--- src/rtl/sync_fifo_if.sv ---
// Producer/consumer bundle for sync_fifo.
// master drives requests and data; slave is the FIFO.
interface sync_fifo_if #(
  parameter int DATA = 16,
  parameter int ADDR = 5
);
  logic            fifo_WR;
  logic [DATA-1:0] fifo_IN;
  logic            fifo_RD;
  logic [DATA-1:0] fifo_OUT;
  logic            fifo_VALID;
  logic            fifo_FULL;
  logic            fifo_EMPTY;
  logic            fifo_AFULL;
  logic            fifo_AEMPTY;
  logic [ADDR:0]   fifo_COUNT;
  logic            fifo_OVF;
  logic            fifo_UDF;

  modport master (
    output fifo_WR, fifo_IN, fifo_RD,
    input  fifo_OUT, fifo_VALID, fifo_FULL, fifo_EMPTY,
    input  fifo_AFULL, fifo_AEMPTY, fifo_COUNT,
    input  fifo_OVF, fifo_UDF
  );

  modport slave (
    input  fifo_WR, fifo_IN, fifo_RD,
    output fifo_OUT, fifo_VALID, fifo_FULL, fifo_EMPTY,
    output fifo_AFULL, fifo_AEMPTY, fifo_COUNT,
    output fifo_OVF, fifo_UDF
  );
endinterface

--- src/rtl/sync_fifo.sv ---
// Single-clock dual-port-RAM FIFO with standard or FWFT output,
// occupancy count, almost flags and overflow/underflow pulses.
module sync_fifo #(
  parameter int DATA     = 16,
  parameter int ADDR     = 5,
  parameter int FWFT     = 0,
  parameter int AF_LEVEL = (1 << ADDR) - 2,
  parameter int AE_LEVEL = 2
) (
  input logic       clK,
  input logic       rsT,
  sync_fifo_if.slave f
);
  localparam int            CW    = ADDR + 1;
  localparam int            DEPTH = 1 << ADDR;
  localparam logic [ADDR:0] FULL_C = {1'b1, {ADDR{1'b0}}};
  localparam logic [ADDR:0] AF_L   = CW'(AF_LEVEL);
  localparam logic [ADDR:0] AE_L   = CW'(AE_LEVEL);

  logic [DATA-1:0] mem [DEPTH];

  logic [ADDR-1:0] wptr_q, wptr_d;
  logic [ADDR-1:0] rptr_q, rptr_d;
  logic [ADDR:0]   cnt_q, cnt_d;
  logic [ADDR:0]   rcnt_q, rcnt_d;
  logic            r1_vld_q, r1_vld_d;
  logic [DATA-1:0] r1_dat_q, r1_dat_d;
  logic            vld_q, vld_d;
  logic [DATA-1:0] out_q, out_d;
  logic            full_q, full_d;
  logic            empty_q, empty_d;
  logic            afull_q, afull_d;
  logic            aempty_q, aempty_d;
  logic            ovf_q, ovf_d;
  logic            udf_q, udf_d;

  logic            wr_acc;
  logic            pop;
  logic            rd_ok;
  logic            ram_rd;
  logic            out_take;
  logic [DATA-1:0] ram_dat;

  // rcnt counts words still in RAM; cnt also includes FWFT stages
  always_comb begin
    wr_acc   = f.fifo_WR && !full_q;
    ram_dat  = mem[rptr_q];
    rd_ok    = 1'b0;
    pop      = 1'b0;
    ram_rd   = 1'b0;
    out_take = 1'b0;
    if (FWFT != 0) begin
      rd_ok    = vld_q;
      pop      = f.fifo_RD && vld_q;
      out_take = r1_vld_q && (!vld_q || pop);
      ram_rd   = (rcnt_q != '0) && (!r1_vld_q || out_take);
    end else begin
      rd_ok  = !empty_q;
      pop    = f.fifo_RD && !empty_q;
      ram_rd = pop;
    end

    wptr_d = wr_acc ? wptr_q + ADDR'(1) : wptr_q;
    rptr_d = ram_rd ? rptr_q + ADDR'(1) : rptr_q;
    rcnt_d = rcnt_q + CW'(wr_acc) - CW'(ram_rd);
    cnt_d  = cnt_q + CW'(wr_acc) - CW'(pop);

    r1_vld_d = 1'b0;
    r1_dat_d = r1_dat_q;
    if (FWFT != 0) begin
      r1_vld_d = ram_rd || (r1_vld_q && !out_take);
      r1_dat_d = ram_rd ? ram_dat : r1_dat_q;
      vld_d    = out_take || (vld_q && !pop);
      out_d    = out_take ? r1_dat_q : out_q;
    end else begin
      vld_d = pop;
      out_d = pop ? ram_dat : out_q;
    end

    ovf_d    = f.fifo_WR && full_q;
    udf_d    = f.fifo_RD && !rd_ok;
    full_d   = (cnt_d == FULL_C);
    empty_d  = (cnt_d == '0);
    afull_d  = (cnt_d >= AF_L);
    aempty_d = (cnt_d <= AE_L);
  end

  always_ff @(posedge clK) begin
    if (wr_acc) mem[wptr_q] <= f.fifo_IN;
  end

  always_ff @(posedge clK or posedge rsT) begin
    if (rsT) begin
      wptr_q   <= '0;
      rptr_q   <= '0;
      cnt_q    <= '0;
      rcnt_q   <= '0;
      r1_vld_q <= 1'b0;
      r1_dat_q <= '0;
      vld_q    <= 1'b0;
      out_q    <= '0;
      full_q   <= 1'b0;
      empty_q  <= 1'b1;
      afull_q  <= 1'b0;
      aempty_q <= 1'b1;
      ovf_q    <= 1'b0;
      udf_q    <= 1'b0;
    end else begin
      wptr_q   <= wptr_d;
      rptr_q   <= rptr_d;
      cnt_q    <= cnt_d;
      rcnt_q   <= rcnt_d;
      r1_vld_q <= r1_vld_d;
      r1_dat_q <= r1_dat_d;
      vld_q    <= vld_d;
      out_q    <= out_d;
      full_q   <= full_d;
      empty_q  <= empty_d;
      afull_q  <= afull_d;
      aempty_q <= aempty_d;
      ovf_q    <= ovf_d;
      udf_q    <= udf_d;
    end
  end

  assign f.fifo_OUT    = out_q;
  assign f.fifo_VALID  = vld_q;
  assign f.fifo_FULL   = full_q;
  assign f.fifo_EMPTY  = empty_q;
  assign f.fifo_AFULL  = afull_q;
  assign f.fifo_AEMPTY = aempty_q;
  assign f.fifo_COUNT  = cnt_q;
  assign f.fifo_OVF    = ovf_q;
  assign f.fifo_UDF    = udf_q;
endmodule

--- src/flat_wrapper.sv ---
// flat-port wrapper written by rule: the top's interface ports become plain ports
module sync_fifo_flat 
#(
  parameter int DATA     = 16,
  parameter int ADDR     = 5,
  parameter int FWFT     = 0,
  parameter int AF_LEVEL = (1 << ADDR) - 2,
  parameter int AE_LEVEL = 2
)
  (clK, rsT, f_fifo_WR, f_fifo_IN, f_fifo_RD, f_fifo_OUT, f_fifo_VALID, f_fifo_FULL, f_fifo_EMPTY, f_fifo_AFULL, f_fifo_AEMPTY, f_fifo_COUNT, f_fifo_OVF, f_fifo_UDF);
  sync_fifo_if #(.DATA(DATA), .ADDR(ADDR)) f_i ();
  input logic clK;
  input logic rsT;
  input wire logic [$bits(f_i.fifo_WR)-1:0] f_fifo_WR;
  input wire logic [$bits(f_i.fifo_IN)-1:0] f_fifo_IN;
  input wire logic [$bits(f_i.fifo_RD)-1:0] f_fifo_RD;
  output wire logic [$bits(f_i.fifo_OUT)-1:0] f_fifo_OUT;
  output wire logic [$bits(f_i.fifo_VALID)-1:0] f_fifo_VALID;
  output wire logic [$bits(f_i.fifo_FULL)-1:0] f_fifo_FULL;
  output wire logic [$bits(f_i.fifo_EMPTY)-1:0] f_fifo_EMPTY;
  output wire logic [$bits(f_i.fifo_AFULL)-1:0] f_fifo_AFULL;
  output wire logic [$bits(f_i.fifo_AEMPTY)-1:0] f_fifo_AEMPTY;
  output wire logic [$bits(f_i.fifo_COUNT)-1:0] f_fifo_COUNT;
  output wire logic [$bits(f_i.fifo_OVF)-1:0] f_fifo_OVF;
  output wire logic [$bits(f_i.fifo_UDF)-1:0] f_fifo_UDF;
  assign f_i.fifo_WR = f_fifo_WR;
  assign f_i.fifo_IN = f_fifo_IN;
  assign f_i.fifo_RD = f_fifo_RD;
  assign f_fifo_OUT = f_i.fifo_OUT;
  assign f_fifo_VALID = f_i.fifo_VALID;
  assign f_fifo_FULL = f_i.fifo_FULL;
  assign f_fifo_EMPTY = f_i.fifo_EMPTY;
  assign f_fifo_AFULL = f_i.fifo_AFULL;
  assign f_fifo_AEMPTY = f_i.fifo_AEMPTY;
  assign f_fifo_COUNT = f_i.fifo_COUNT;
  assign f_fifo_OVF = f_i.fifo_OVF;
  assign f_fifo_UDF = f_i.fifo_UDF;
  sync_fifo #(.DATA(DATA), .ADDR(ADDR), .FWFT(FWFT), .AF_LEVEL(AF_LEVEL), .AE_LEVEL(AE_LEVEL)) u_core (.clK(clK), .rsT(rsT), .f(f_i));
endmodule
--- config.mk ---
export PLATFORM = sky130hd
export DESIGN_NAME = sync_fifo_flat
export DESIGN_NICKNAME = d
export VERILOG_FILES = /design/src/rtl/sync_fifo_if.sv /design/src/rtl/sync_fifo.sv /design/src/flat_wrapper.sv
export SDC_FILE = /design/constraint.sdc
export NUM_CORES = 1
export LEC_CHECK = 0
export CAP_MARGIN = 20
export CORE_MARGIN = 4
export CORE_UTILIZATION = 30
export CTS_CLUSTER_DIAMETER = 200
export DETAILED_ROUTE_END_ITERATION = 10
export HOLD_SLACK_MARGIN = 0.1
export MAX_ROUTING_LAYER = met4
export PLACE_DENSITY_LB_ADDON = 0.1
export SKIP_CTS_REPAIR_TIMING = 1
export SLEW_MARGIN = 15
export SYNTH_ARGS = -nofsm -noshare
export SYNTH_HDL_FRONTEND = slang
export SYNTH_SLANG_ARGS = --single-unit
export TNS_END_PERCENT = 50
--- constraint.sdc ---
create_clock -name clK -period 4.42 [get_ports clK]
set_input_delay 0.884 -clock clK [delete_from_list [all_inputs] [get_ports clK]]
set_output_delay 0.884 -clock clK [all_outputs]
set_load 0.02 [all_outputs]
# [After elaboration in Yosys (flattened, before gate mapping)]
# Memory sizes are Yosys's and may differ from the RTL's. A register that Yosys moved wholly into a read port is not among the register bits.
# Index checks and enable logic that the tools add are counted.
[word_totals] reg_bits=23 ramBits=512 input_bits=20 n_memories=1
[classes] addsub=4 magnitude_cmp=2 eq_ne=1 n_mux=2 n_reduce_logical=7
[memory_table] memory="u_core.mem" words=32 width=16 rd=1 rd_clocked_by_memory_dff=1 write_ports=1 line="sync_fifo.sv:20" text="logic [DATA-1:0] mem [DEPTH];"
[op_table] operator="5-bit by 1-bit adder with 5-bit output, second input constant" n=2
[op_table] operator="6-bit by 1-bit adder with 6-bit output" n=1
[op_table] operator="6-bit == test, second input constant" n=1
[op_table] operator="6-bit by 5-bit >= comparator with 1-bit output, second input constant" n=1
[op_table] operator="6-bit by 2-bit less-or-equal comparator with 1-bit output, second input constant" n=1
[op_table] operator="6-bit logical NOT" n=1
[op_table] operator="6-bit by 1-bit subtractor with 6-bit output" n=1
[op_table] operator="1-bit logical AND" n=4
[op_table] operator="1-bit logical NOT" n=2
[op_table] operator="1-bit 2-to-1 mux" n=2

# [Logic depth before layout (Yosys ltp)]
[logic_depth] depth_word=5 mapped_depth=13 ltp_nobuf=11

# [Worst setup path before layout]
# Ideal clock, no wire load.
[synth_path] path_kind="in2reg" from="input f_fifo_RD" to="register u_core.full_q, in the netlist u_core.f.fifo_FULL" arrival_time_ns=3.220 setup_slack_ns=1.095 cell_stages=13 n_path_buf=2 cell_sequence="nor2b_1 > clkbuf_1 > clkbuf_1 > ha_1 > inv_1 > ha_1 > inv_1 > fa_1 > nor2b_1 > o21ai_0 > a21boi_0 > o211ai_1 > nor4b_1"
[synth_between] elab_chain_cells=3
[synth_lines] item="start: declaration" line="flat_wrapper.sv:16" text="input wire logic [$bits(f_i.fifo_RD)-1:0] f_fifo_RD;"
[synth_lines] item="1-bit logical AND" line="sync_fifo.sv:59" text="pop = f.fifo_RD && !empty_q;"
[synth_lines] item="net u_core.pop" line="sync_fifo.sv:38" text="logic pop;"
[synth_lines] item="6-bit by 1-bit subtractor with 6-bit output" line="sync_fifo.sv:66" text="cnt_d = cnt_q + CW'(wr_acc) - CW'(pop);"
[synth_lines] item="6-bit == test" line="sync_fifo.sv:82" text="full_d = (cnt_d == FULL_C);"
[synth_lines] item="net u_core.full_d" line="sync_fifo.sv:30" text="logic full_q, full_d;"
[synth_lines] item="end signal: assignment" line="sync_fifo.sv:117" text="full_q <= full_d;"
[synth_lines] item="end: declaration" line="sync_fifo.sv:30"
# The timed path passes the listed nets, and every way through them passes these cells.
# A chain may end at the register's enable or synchronous reset.

==> impl_metrics.tcl <==
set metrics [dict create \
    status "complete, no violations" \
    io_pins 49 \
    routabilityCongestion 0.727 \
    end_kind "register" \
    wire_per_inst_um 25.9 \
    register_area_sq_um 16400 \
    hold_class "reg2reg" \
    yosysMostFrequentCell "edfxtp_1" \
    worst_slew_pin_slew_ps 958 \
    hold_viol_final 0 \
    fmax_ghz 0.320 \
    setup_tns_ps 0 \
    numCtsBuffers 61 \
    final_cell_area_sq_um 25200 \
    via_count 10400 \
    syn2layout_area_growth_pct 18.7 \
    drtIter0Drc 761 \
    start_util 0.303 \
    via_per_inst 4.75 \
    portBuffers 48 \
    synth_commonest_cells "512 x edfxtp_1, 112 x mux2i_1, 80 x mux4_2" \
    skew_ps 16.1 \
    dpl.cell_count 2079 \
    mappedNetlistArea_sq_um 21300 \
    setup.worst_path.start_class "register" \
    syn_avg_cell_area_sq_um 19.9 \
    crit_fanout 32 \
    drtPass1Iterations 4 \
    grt_first_pass_wirelength_um 82600 \
    period_share 0.708 \
    grt_overflow 0 \
    hpwl_um 33400 \
    synth-main-ff-cell "edfxtp_1" \
    ys_ff_latch 551 \
    min_path_cells 1 \
    antenna_found_initial 0 \
    setup_ws_ps 1290 \
    multi_input_area_sq_um 4630 \
    vdd_drop_max_mv 0.405 \
    syn-instance-count 1068 \
    relSlewSlack 0.361 \
    cts_max_path_buffers 3 \
    dpl_worst_slack_ps 962 \
    die_w_um 274 \
    crit_buf_inv 1 \
    critPathTopFamily "flip-flops" \
    drcViolationCount 0 \
    synth.largest_area_cell "edfxtp_1" \
    setup_viol 0 \
    min_period_ps 3130 \
    cts-root-buf "clkbuf_16" \
    die_h_um 274 \
    required_ps 4880 \
    yosysWarnings 0 \
    grt_max_degree 54 \
    grt_usage 0.157 \
    synth_fp_nets 1100 \
    place_area_sq_um 23400 \
    core-area_sq_um 70100 \
    yosysUniqueCellTypes 45 \
    clkLatencyLatePin_ps 620 \
    die_area_sq_um 75200 \
    grt_pass1_vias 10900 \
    cpMaxStageDelayCell "dfrtp_4" \
    leakage_nw 8.33 \
    routed_wl_um 56900 \
    drive_gt1_frac 0.227 \
    nets 1234 \
    max_stage_delay_ps 900 \
    ant_nets 0 \
    cts_tree "yes" \
    path_cells "buf_4, mux4_2, a22o_1, nor4_1, nor3_1" \
    postSynth.asyncResetShare 0.0708 \
    rsz0062_at_grt "no" \
    hold_ws_ps 547 \
    htree_levels 2 \
    ff2ff_path_depth 5 \
    crit_type "reg2reg" \
    synth_edf_count 512 \
    cts_num_sinks 551 \
    drv_slew 0 \
    synthDominantCellAreaShare 0.723 \
    crit_cells 5 \
    drv_cap 0 \
    power_density_nw_per_um2 642 \
    worst_ep_arrival_time_ps 3590 \
    ys_seq_area_frac 0.769 \
    clk_pin_slew_ps 60 \
    rows 97 \
    nFillCells 6582 \
    synth.top_cells.by_area "edfxtp_1 72%, mux4_2 8.5%, mux2i_1 5.3%" \
    fin_cells 2192 \
]
## worst register-to-register path: stages, from the launching register on
cell and delay, ps:
dfrtp_4 900, buf_4 430, mux4_2 610, a22o_1 260
nor4_1 710, nor3_1 80
## cell usage in the layout (no fill, tap or decap), types with 2 or more instances in the layout
cell             synthesis  final
a2111oi_1                6      6
a2111oi_2                9      9
a211oi_1                 2      2
a22o_1                  16     16
and2_1                   2      2
buf_12                   0      5
buf_2                   15      3
buf_4                    3     74
bufinv_16                0      4
clkbuf_1                27     17
clkbuf_16                0     63
clkdlybuf4s50_1          0     45
clkinv_1                 0     16
clkinv_2                 0      5
clkinvlp_4               0      2
dfrtp_1                 37     35
dfrtp_4                  0      2
dfstp_2                  2      2
diode_2                  0      4
edfxtp_1               512    512
ha_1                    11     11
inv_1                   16     15
mux2i_1                112    112
mux4_2                  80     80
nand2_1                 10     10
nand2b_1                 2      2
nand3_1                  3      3
nand3b_1                 3      3
nand4_1                  3      3
nor2_1                  67     42
nor2_2                   0     25
nor2b_1                  5      3
nor2b_2                  0      2
nor3_1                  18     18
nor4_1                  17     17
o21ai_0                  5      5
o22ai_1                 48     48
or3b_2                   2      2
xnor2_1                  7      7
xor2_1                   3      3
## cell families after synthesis
kind of cell / share of synthesized area
AOI/OAI and AO/OA: 0.0339
xor gates and xnor gates: 0.00412
adders and majority gates: 0.00741
buffers and inverters: 0.0166
DFF: 0.769
muxes: 0.138
and+or+nand+nor: 0.0310
## cell type report
class,instances,area share
Sequential cell,551,0.648
Antenna cell,4,0.000397
Timing Repair Buffer,127,0.0444
Inverter,16,0.00238
Clock buffer,81,0.0655
Tap cell,940,0.0466
Multi-Input combinational cell,445,0.183
Clock inverter,28,0.00907
## per-stage QoR
| stage | power (W) | util |
|---|---|---|
| global placement | 0.0116 | 0.333 |
| detailed placement | 0.0116 | 0.333 |
| CTS | 0.0165 | 0.360 |
| global route | 0.0170 | 0.360 |
| floorplan | 0.00959 | - |
| finish | 0.0162 | 0.360 |
## worst paths after layout
check                              startpoint                    to  slack [ps]
max                          u_core.rptr_q[0]  u_core.f.fifo_OUT[6]        1290
min reg2reg                u_core.f.fifo_FULL     u_core.f.fifo_OVF         550
max in group asynchronous                 rsT      u_core.rptr_q[1]        2920
min in group asynchronous                 rsT   u_core.f.fifo_VALID         800
min                        u_core.f.fifo_FULL     u_core.f.fifo_OVF         550
max reg2reg                  u_core.rptr_q[0]  u_core.f.fifo_OUT[6]        1290
## state kept, by name, summed over array words and instances (netlist names)
signal and cells:
u_core.f.fifo_AEMPTY 1, u_core.f.fifo_AFULL 1, u_core.f.fifo_COUNT 6, u_core.f.fifo_EMPTY 1, u_core.f.fifo_FULL 1, u_core.f.fifo_OUT 16
u_core.f.fifo_OVF 1, u_core.f.fifo_UDF 1, u_core.f.fifo_VALID 1, u_core.mem 512, u_core.rptr_q 5, u_core.wptr_q 5
## per-layer routing
metal  global-route usage  vias to the layer above  part of all wire  routed length (um)
li1                     -                     4634                 -                   -
met1                0.231                     5549              0.49               28000
met2                0.236                      159              0.46               26300
met3               0.0219                       62             0.030                1700
met4               0.0302                        0             0.015                 853
met5                    -                        -                 0                   0
## power by group
group	leakage [nW]	internal, W	switching (W)
Sequential	5.06	0.00618	0.000505
Clock	0.910	0.00283	0.00202
Combinational	2.36	0.00200	0.00268
No activity file was read; power rests on OpenSTA's default activity.
